==> src/rtl/core_bus_pkg.sv <==
// Shared types and constants for the core bus arbiter: FSM state encoding,
// bus mode values and the data word returned on a watchdog timeout.
package core_bus_pkg;

   typedef enum logic [1:0] {
      ARB_IDLE  = 2'd0,
      ARB_ISSUE = 2'd1,
      ARB_WAIT  = 2'd2
   } arb_state_e;

   localparam logic BUS_MODE_READ  = 1'b0;
   localparam logic BUS_MODE_WRITE = 1'b1;

   localparam logic [31:0] TIMEOUT_DATA = 32'hDEADBEEF;

endpackage

==> src/rtl/rr_pick.sv <==
// Combinational round-robin picker: returns the first set bit of 'pending'
// at or after 'ptr', wrapping at N.
module rr_pick #(
   parameter int N  = 2,
   parameter int IW = 1
) (
   input  logic [N-1:0]  pending,
   input  logic [IW-1:0] ptr,
   output logic          valid,
   output logic [IW-1:0] index
);

   // Scan from the farthest candidate back to ptr so the nearest hit wins.
   always_comb begin
      valid = 1'b0;
      index = '0;
      for (int k = N - 1; k >= 0; k--) begin
         if (pending[(int'(ptr) + k) % N]) begin
            valid = 1'b1;
            index = IW'((int'(ptr) + k) % N);
         end
      end
   end

endmodule

==> src/rtl/core_bus_arbiter.sv <==
// N-channel round-robin arbiter from per-channel request pulses onto one
// downstream bus port. Optional response watchdog: define BUS_TIMEOUT_EN.
module core_bus_arbiter
   import core_bus_pkg::*;
#(
   parameter int N_CH    = 2,
   parameter int ADDR_W  = 32,
   parameter int DATA_W  = 32,
   parameter int TIMEOUT = 1024
) (
   input  logic                     clk,
   input  logic                     rstn,
   input  logic [N_CH-1:0]          req_enable,
   input  logic [N_CH-1:0]          req_mode,
   input  logic [N_CH*ADDR_W-1:0]   req_addr,
   input  logic [N_CH*DATA_W-1:0]   req_wdata,
   input  logic [N_CH*DATA_W/8-1:0] req_wstrb,
   output logic [N_CH-1:0]          resp_enable,
   output logic [DATA_W-1:0]        resp_data,
   output logic                     resp_err,
   output logic                     out_request_enable,
   output logic                     out_mode,
   output logic [ADDR_W-1:0]        out_addr,
   output logic [DATA_W-1:0]        out_wdata,
   output logic [DATA_W/8-1:0]      out_wstrb,
   input  logic                     out_response_enable,
   input  logic [DATA_W-1:0]        out_resp_data,
   output logic [N_CH-1:0]          overrun,
   output logic [1:0]               dbg_state
);

   localparam int STRB_W = DATA_W / 8;
   localparam int CH_W   = (N_CH > 1) ? $clog2(N_CH) : 1;

   // Handshake: every request/response is a single-cycle enable pulse with no
   // back-pressure; a channel owns at most one transaction until its response.
   logic [N_CH-1:0]        pending_q, pending_d;
   logic [N_CH-1:0]        overrun_q, overrun_d;
   logic [N_CH-1:0]        cap_mode_q, cap_mode_d;
   logic [N_CH*ADDR_W-1:0] cap_addr_q, cap_addr_d;
   logic [N_CH*DATA_W-1:0] cap_wdata_q, cap_wdata_d;
   logic [N_CH*STRB_W-1:0] cap_wstrb_q, cap_wstrb_d;

   arb_state_e             state_q, state_d;
   logic [CH_W-1:0]        grant_q, grant_d;
   logic [CH_W-1:0]        rr_q, rr_d;
   logic                   out_mode_q, out_mode_d;
   logic [ADDR_W-1:0]      out_addr_q, out_addr_d;
   logic [DATA_W-1:0]      out_wdata_q, out_wdata_d;
   logic [STRB_W-1:0]      out_wstrb_q, out_wstrb_d;
   logic [N_CH-1:0]        resp_enable_q, resp_enable_d;
   logic [DATA_W-1:0]      resp_data_q, resp_data_d;
   logic                   complete;

   logic                   pick_valid;
   logic [CH_W-1:0]        pick_idx;

`ifdef BUS_TIMEOUT_EN
   localparam int WD_W = (TIMEOUT > 1) ? $clog2(TIMEOUT + 1) : 1;
   logic [WD_W-1:0]        wd_q, wd_d;
   logic                   resp_err_q, resp_err_d;
`endif

   rr_pick #(
      .N  (N_CH),
      .IW (CH_W)
   ) u_rr_pick (
      .pending (pending_q),
      .ptr     (rr_q),
      .valid   (pick_valid),
      .index   (pick_idx)
   );

   always_comb begin
      pending_d     = pending_q;
      overrun_d     = overrun_q;
      cap_mode_d    = cap_mode_q;
      cap_addr_d    = cap_addr_q;
      cap_wdata_d   = cap_wdata_q;
      cap_wstrb_d   = cap_wstrb_q;
      state_d       = state_q;
      grant_d       = grant_q;
      rr_d          = rr_q;
      out_mode_d    = out_mode_q;
      out_addr_d    = out_addr_q;
      out_wdata_d   = out_wdata_q;
      out_wstrb_d   = out_wstrb_q;
      resp_enable_d = '0;
      resp_data_d   = resp_data_q;
      complete      = 1'b0;
`ifdef BUS_TIMEOUT_EN
      wd_d          = wd_q;
      resp_err_d    = 1'b0;
`endif

      // Overrun is judged on the registered pending bit, so a pulse in the
      // cycle the channel's own response arrives is still an overrun.
      for (int i = 0; i < N_CH; i++) begin
         if (req_enable[i]) begin
            if (pending_q[i]) begin
               overrun_d[i] = 1'b1;
            end else begin
               pending_d[i]                     = 1'b1;
               cap_mode_d[i]                    = req_mode[i];
               cap_addr_d[i*ADDR_W +: ADDR_W]   = req_addr[i*ADDR_W +: ADDR_W];
               cap_wdata_d[i*DATA_W +: DATA_W]  = req_wdata[i*DATA_W +: DATA_W];
               cap_wstrb_d[i*STRB_W +: STRB_W]  = req_wstrb[i*STRB_W +: STRB_W];
            end
         end
      end

      case (state_q)
         ARB_IDLE: begin
            if (pick_valid) begin
               grant_d     = pick_idx;
               out_mode_d  = cap_mode_q[pick_idx];
               out_addr_d  = cap_addr_q[int'(pick_idx)*ADDR_W +: ADDR_W];
               out_wdata_d = cap_wdata_q[int'(pick_idx)*DATA_W +: DATA_W];
               out_wstrb_d = cap_wstrb_q[int'(pick_idx)*STRB_W +: STRB_W];
               state_d     = ARB_ISSUE;
            end
         end
         ARB_ISSUE: begin
            state_d = ARB_WAIT;
`ifdef BUS_TIMEOUT_EN
            wd_d    = '0;
`endif
         end
         ARB_WAIT: begin
            if (out_response_enable) begin
               complete    = 1'b1;
               resp_data_d = out_resp_data;
            end
`ifdef BUS_TIMEOUT_EN
            else if (wd_q == WD_W'(TIMEOUT - 1)) begin
               complete    = 1'b1;
               resp_data_d = DATA_W'(TIMEOUT_DATA);
               resp_err_d  = 1'b1;
            end else begin
               wd_d = wd_q + 1'b1;
            end
`endif
         end
         default: state_d = ARB_IDLE;
      endcase

      if (complete) begin
         resp_enable_d[grant_q] = 1'b1;
         pending_d[grant_q]     = 1'b0;
         rr_d                   = (int'(grant_q) == N_CH - 1) ? '0 : grant_q + 1'b1;
         state_d                = ARB_IDLE;
      end
   end

   always_ff @(posedge clk or negedge rstn) begin
      if (!rstn) begin
         pending_q     <= '0;
         overrun_q     <= '0;
         cap_mode_q    <= '0;
         cap_addr_q    <= '0;
         cap_wdata_q   <= '0;
         cap_wstrb_q   <= '0;
         state_q       <= ARB_IDLE;
         grant_q       <= '0;
         rr_q          <= '0;
         out_mode_q    <= BUS_MODE_READ;
         out_addr_q    <= '0;
         out_wdata_q   <= '0;
         out_wstrb_q   <= '0;
         resp_enable_q <= '0;
         resp_data_q   <= '0;
      end else begin
         pending_q     <= pending_d;
         overrun_q     <= overrun_d;
         cap_mode_q    <= cap_mode_d;
         cap_addr_q    <= cap_addr_d;
         cap_wdata_q   <= cap_wdata_d;
         cap_wstrb_q   <= cap_wstrb_d;
         state_q       <= state_d;
         grant_q       <= grant_d;
         rr_q          <= rr_d;
         out_mode_q    <= out_mode_d;
         out_addr_q    <= out_addr_d;
         out_wdata_q   <= out_wdata_d;
         out_wstrb_q   <= out_wstrb_d;
         resp_enable_q <= resp_enable_d;
         resp_data_q   <= resp_data_d;
      end
   end

`ifdef BUS_TIMEOUT_EN
   always_ff @(posedge clk or negedge rstn) begin
      if (!rstn) begin
         wd_q       <= '0;
         resp_err_q <= 1'b0;
      end else begin
         wd_q       <= wd_d;
         resp_err_q <= resp_err_d;
      end
   end
   assign resp_err = resp_err_q;
`else
   assign resp_err = 1'b0;
`endif

   assign resp_enable        = resp_enable_q;
   assign resp_data          = resp_data_q;
   assign out_request_enable = (state_q == ARB_ISSUE);
   assign out_mode           = out_mode_q;
   assign out_addr           = out_addr_q;
   assign out_wdata          = out_wdata_q;
   assign out_wstrb          = out_wstrb_q;
   assign overrun            = overrun_q;
   assign dbg_state          = state_q;

endmodule

==> config.mk <==
export PLATFORM = sky130hd
export DESIGN_NAME = core_bus_arbiter
export DESIGN_NICKNAME = d
export VERILOG_FILES = /design/src/rtl/core_bus_pkg.sv /design/src/rtl/rr_pick.sv /design/src/rtl/core_bus_arbiter.sv
export SDC_FILE = /design/constraint.sdc
export NUM_CORES = 1
export LEC_CHECK = 0
export BUFFER_PORTS_ARGS = -buffer_cell sky130_fd_sc_hd__buf_2
export CORE_UTILIZATION = 56
export CTS_CLUSTER_DIAMETER = 200
export DETAILED_ROUTE_END_ITERATION = 8
export PLACE_DENSITY_LB_ADDON = 0.15
export REMOVE_ABC_BUFFERS = 1
export SKIP_LAST_GASP = 1
export SYNTH_ARGS = -nofsm -noshare
export SYNTH_HDL_FRONTEND = slang
export SYNTH_SLANG_ARGS = --single-unit
export TNS_END_PERCENT = 20
==> constraint.sdc <==
create_clock -name clk -period 2.9 [get_ports clk]
set_clock_uncertainty 0.15 [all_clocks]
set_input_delay 0.29 -clock clk [delete_from_list [all_inputs] [get_ports clk]]
set_output_delay 0.29 -clock clk [all_outputs]
set_load 0.02 [all_outputs]
==> run summary <==
Finish-stage setup viols = 0
global-route wire length before repair = 48.0 mm
Logic pwr share = 40.2%
data required time of the worst path = 3180 ps
kind of capture point of the worst setup path = flip-flop
number of core rows = 48
class of the most critical setup path = flip-flop to flip-flop
Chip Width = 136 um
detailed placer's ending HPWL = 16.3 mm
worst-case register-to-register setup slack = 890 ps
Max clock buf depth = 3
clock insertion delay at the later pin of the skew report = 520 ps
gpl congestion = 0.777
Num CTS Buffers = 26
Startpoint Class = flip-flop
vias per std cell = 5.79
leakage power of the design = 6.45 nW
level count of the clock H-tree = 1
Via Count = 8502
Buf/Inv on CP = 1
height of the die = 136 um
Max stage delay on crit path = 670 ps
final std cells w/o fill = 1468
leading cell types in the layout, fill and taps excluded = sky130_fd_sc_hd__buf_2, sky130_fd_sc_hd__dfrtp_1, sky130_fd_sc_hd__dlygate4sd3_1, sky130_fd_sc_hd__mux2_2, sky130_fd_sc_hd__nand3_1
antenna violations before repair = 0
area of the multi-input gates = 3540 um2
Sw Ratio = 38.0%
maximum vdd ir drop = 0.798 mV
vias in the first global route = 8969
achievable clock frequency = 498 MHz
CTS tree = built
worst slack on hold paths = 164 ps
internal power contribution = 10.0 mW
share of synthesized area occupied by flip-flops and latches = 61.5%
area used by sequential logic in the layout = 6230 um2
maximum fanout count along the critical path = 47
detailed-route wire length = 30.6 mm
Total Die Area = 18600 um2
cells along the critical path = or2_2 > buf_4 > a21oi_1 > a31oi_1
number of detailed-route iterations in the first pass = 4
most common cell after layout, fill and taps aside = sky130_fd_sc_hd__buf_2
Synth Area per Inst = 12.8 um2
overall routing resource usage = 33.6%
placed instance count = 1247
Relative slew margins = 42.2%
total global routing overflow = 0
proportion of synthesized flip-flops having asynchronous set or reset = 100%
remaining antenna violation count = 0
Pins Over Slew Limit = 0
Data arrival, critical path = 2290 ps
EDFF count, synth = 0
outcome = complete, no violations
synthesized netlist cell count = 793
synthesized cell area = 10100 um2
slew of the pin with the lowest slew margin = 867 ps
clock slew at the register clock pins of the worst setup and hold paths = 60 ps
pin count of the biggest net entering global routing = 86
reported max-cap violation count = 0
overall power after layout = 16.2 mW
clock share of power = 21.0%
DRC violation total after the first TritonRoute iteration = 608
areal power density over the cells = 1130 nW/um2
most common flop cell mapped by yosys = sky130_fd_sc_hd__dfrtp_1
type of the most critical hold path = primary input to asynchronous set/reset pin
area inside the core boundary = 17500 um2
library cell used as clock root buffer = sky130_fd_sc_hd__clkbuf_16
count of state elements after synthesis = 249
portion of total power attributed to sequential cells = 38.8%
net count reported at finish = 1399
average wire per cell in the routed design = 20.9 um
Top Ports = 284
post-layout util = 82.0%
post-synthesis cell type count = 25
Period minus WS final = 2010 ps
RSZ-0062 raised after global routing = false
cell family with most CP delay = flip-flops
P_sw = 6.14 mW
share of the clock period used by the worst path after layout = 69.2%
CTS sink count = 249
layout overhead on the synthesized area = 41.5%
warning count from the yosys run = 0
slowest stage cell, crit path = sky130_fd_sc_hd__dfrtp_2
number of fill cells in the layout = 990
Hold Vio Cnt, Final = 0
proportion of layout cells with a drive suffix above 1 = 42.2%
DRC violation count after routing = 0
initial standard-cell utilization of the core = 57.9%
ANT cells = 0
Port Buf Inserts = 282
==> per-layer routing <==
metal	vias to the layer above	GRT usage [%]	share of wire [%]	routed length (um)
met5	-	0	0	0
met4	0	14.9	4.1	1250
met3	99	6.75	7.9	2420
met2	446	55.8	50	15300
met1	4212	42.7	38	11700
li1	3745	-	-	-
==> power by group through the flow <==
stage / clock, mW / sequential, mW / combinational (mW)
floorplan: 0 / 6.96 / 3.19
global route: 3.55 / 6.47 / 7.00
detailed placement: 0 / 6.22 / 6.15
global placement: 0 / 6.15 / 5.99
CTS: 3.41 / 6.19 / 6.35
finish: 3.39 / 6.27 / 6.51
==> path summary, 6_finish.rpt <==
| check | endpoint | cells after the start | from |
|---|---|---|---|
| max | out_addr[21]$_DFFE_PN0P_ | 4 | pending_q[1]$_DFF_PN0_ |
| min | out_wdata[18]$_DFFE_PN0P_ | 2 | rstn |
| max in group asynchronous | cap_addr_q[41]$_DFFE_PN0P_ | 3 | rstn |
| min in group clk | overrun[0]$_DFFE_PN0P_ | 1 | overrun[0]$_DFFE_PN0P_ |
| min reg2reg | overrun[0]$_DFFE_PN0P_ | 1 | overrun[0]$_DFFE_PN0P_ |
| max reg2reg | out_addr[21]$_DFFE_PN0P_ | 4 | pending_q[1]$_DFF_PN0_ |
==> sequential cells by signal, summed over array words and instances (netlist names) <==
| name | flops |
|---|---|
| resp_data | 32 |
| overrun | 2 |
| pending_q | 2 |
| rr_q | 1 |
| dbg_state | 2 |
| cap_wdata_q | 64 |
| out_addr | 32 |
| resp_enable | 2 |
| cap_wstrb_q | 8 |
| cap_mode_q | 2 |
| out_mode | 1 |
| grant_q | 1 |
| out_wstrb | 4 |
| cap_addr_q | 64 |
| out_wdata | 32 |
==> cell usage after synthesis (3+ instances only) <==
cell                         n  area, um2
sky130_fd_sc_hd__a31oi_1    69        432
sky130_fd_sc_hd__a21o_1      3       22.5
sky130_fd_sc_hd__mux2_2    170       1910
sky130_fd_sc_hd__a21oi_1    69        345
sky130_fd_sc_hd__nand3_1    70        350
sky130_fd_sc_hd__buf_2      21        105
sky130_fd_sc_hd__buf_6       8       90.1
sky130_fd_sc_hd__dfrtp_1   249       6230
sky130_fd_sc_hd__clkbuf_1   40        150
sky130_fd_sc_hd__o21ai_0    69        345
sky130_fd_sc_hd__nor2b_1     3       18.8
sky130_fd_sc_hd__nor2_1      7       26.3
sky130_fd_sc_hd__buf_4       3       22.5
==> cells by family (layout without fill, tap and decap cells) <==
| group | after synthesis | count (layout) | synth area share [%] |
|---|---|---|---|
| other | 1 | 1 | 0.0370 |
| and+or+nand+nor | 87 | 87 | 4.40 |
| DFF | 249 | 249 | 61.5 |
| buffers and inverters | 75 | 525 | 3.76 |
| AOI/OAI and AO/OA | 211 | 211 | 11.4 |
| muxes | 170 | 170 | 18.9 |
==> stage by stage <==
| step | instance area, um2 | setup WS, ps | setup TNS, ps |
|---|---|---|---|
| floorplan | 9750 | -2140 | -307110 |
| global placement | 11700 | 995 | 0 |
| detailed placement | 11700 | 985 | 0 |
| CTS | 14300 | 978 | 0 |
| global route | 14300 | 801 | 0 |
| finish | 14300 | 893 | 0 |
==> layout make-up <==
class                           instances  area share [%]
Sequential cell                       249            43.5
Multi-Input combinational cell        469            24.7
Clock inverter                         10           0.716
Timing Repair Buffer                  476            23.7
Clock buffer                           37            5.40
Inverter                                2          0.0524
Tap cell                              225            1.97
==> what timing repair did <==
item                      in CTS  in global routing
gates resized for setup        0                  0
hold buffers                 174                  0
setup buffers                  0                  0
hold endpoints to repair     240                  0
Note: power is estimated with default switching activity, not from simulation.
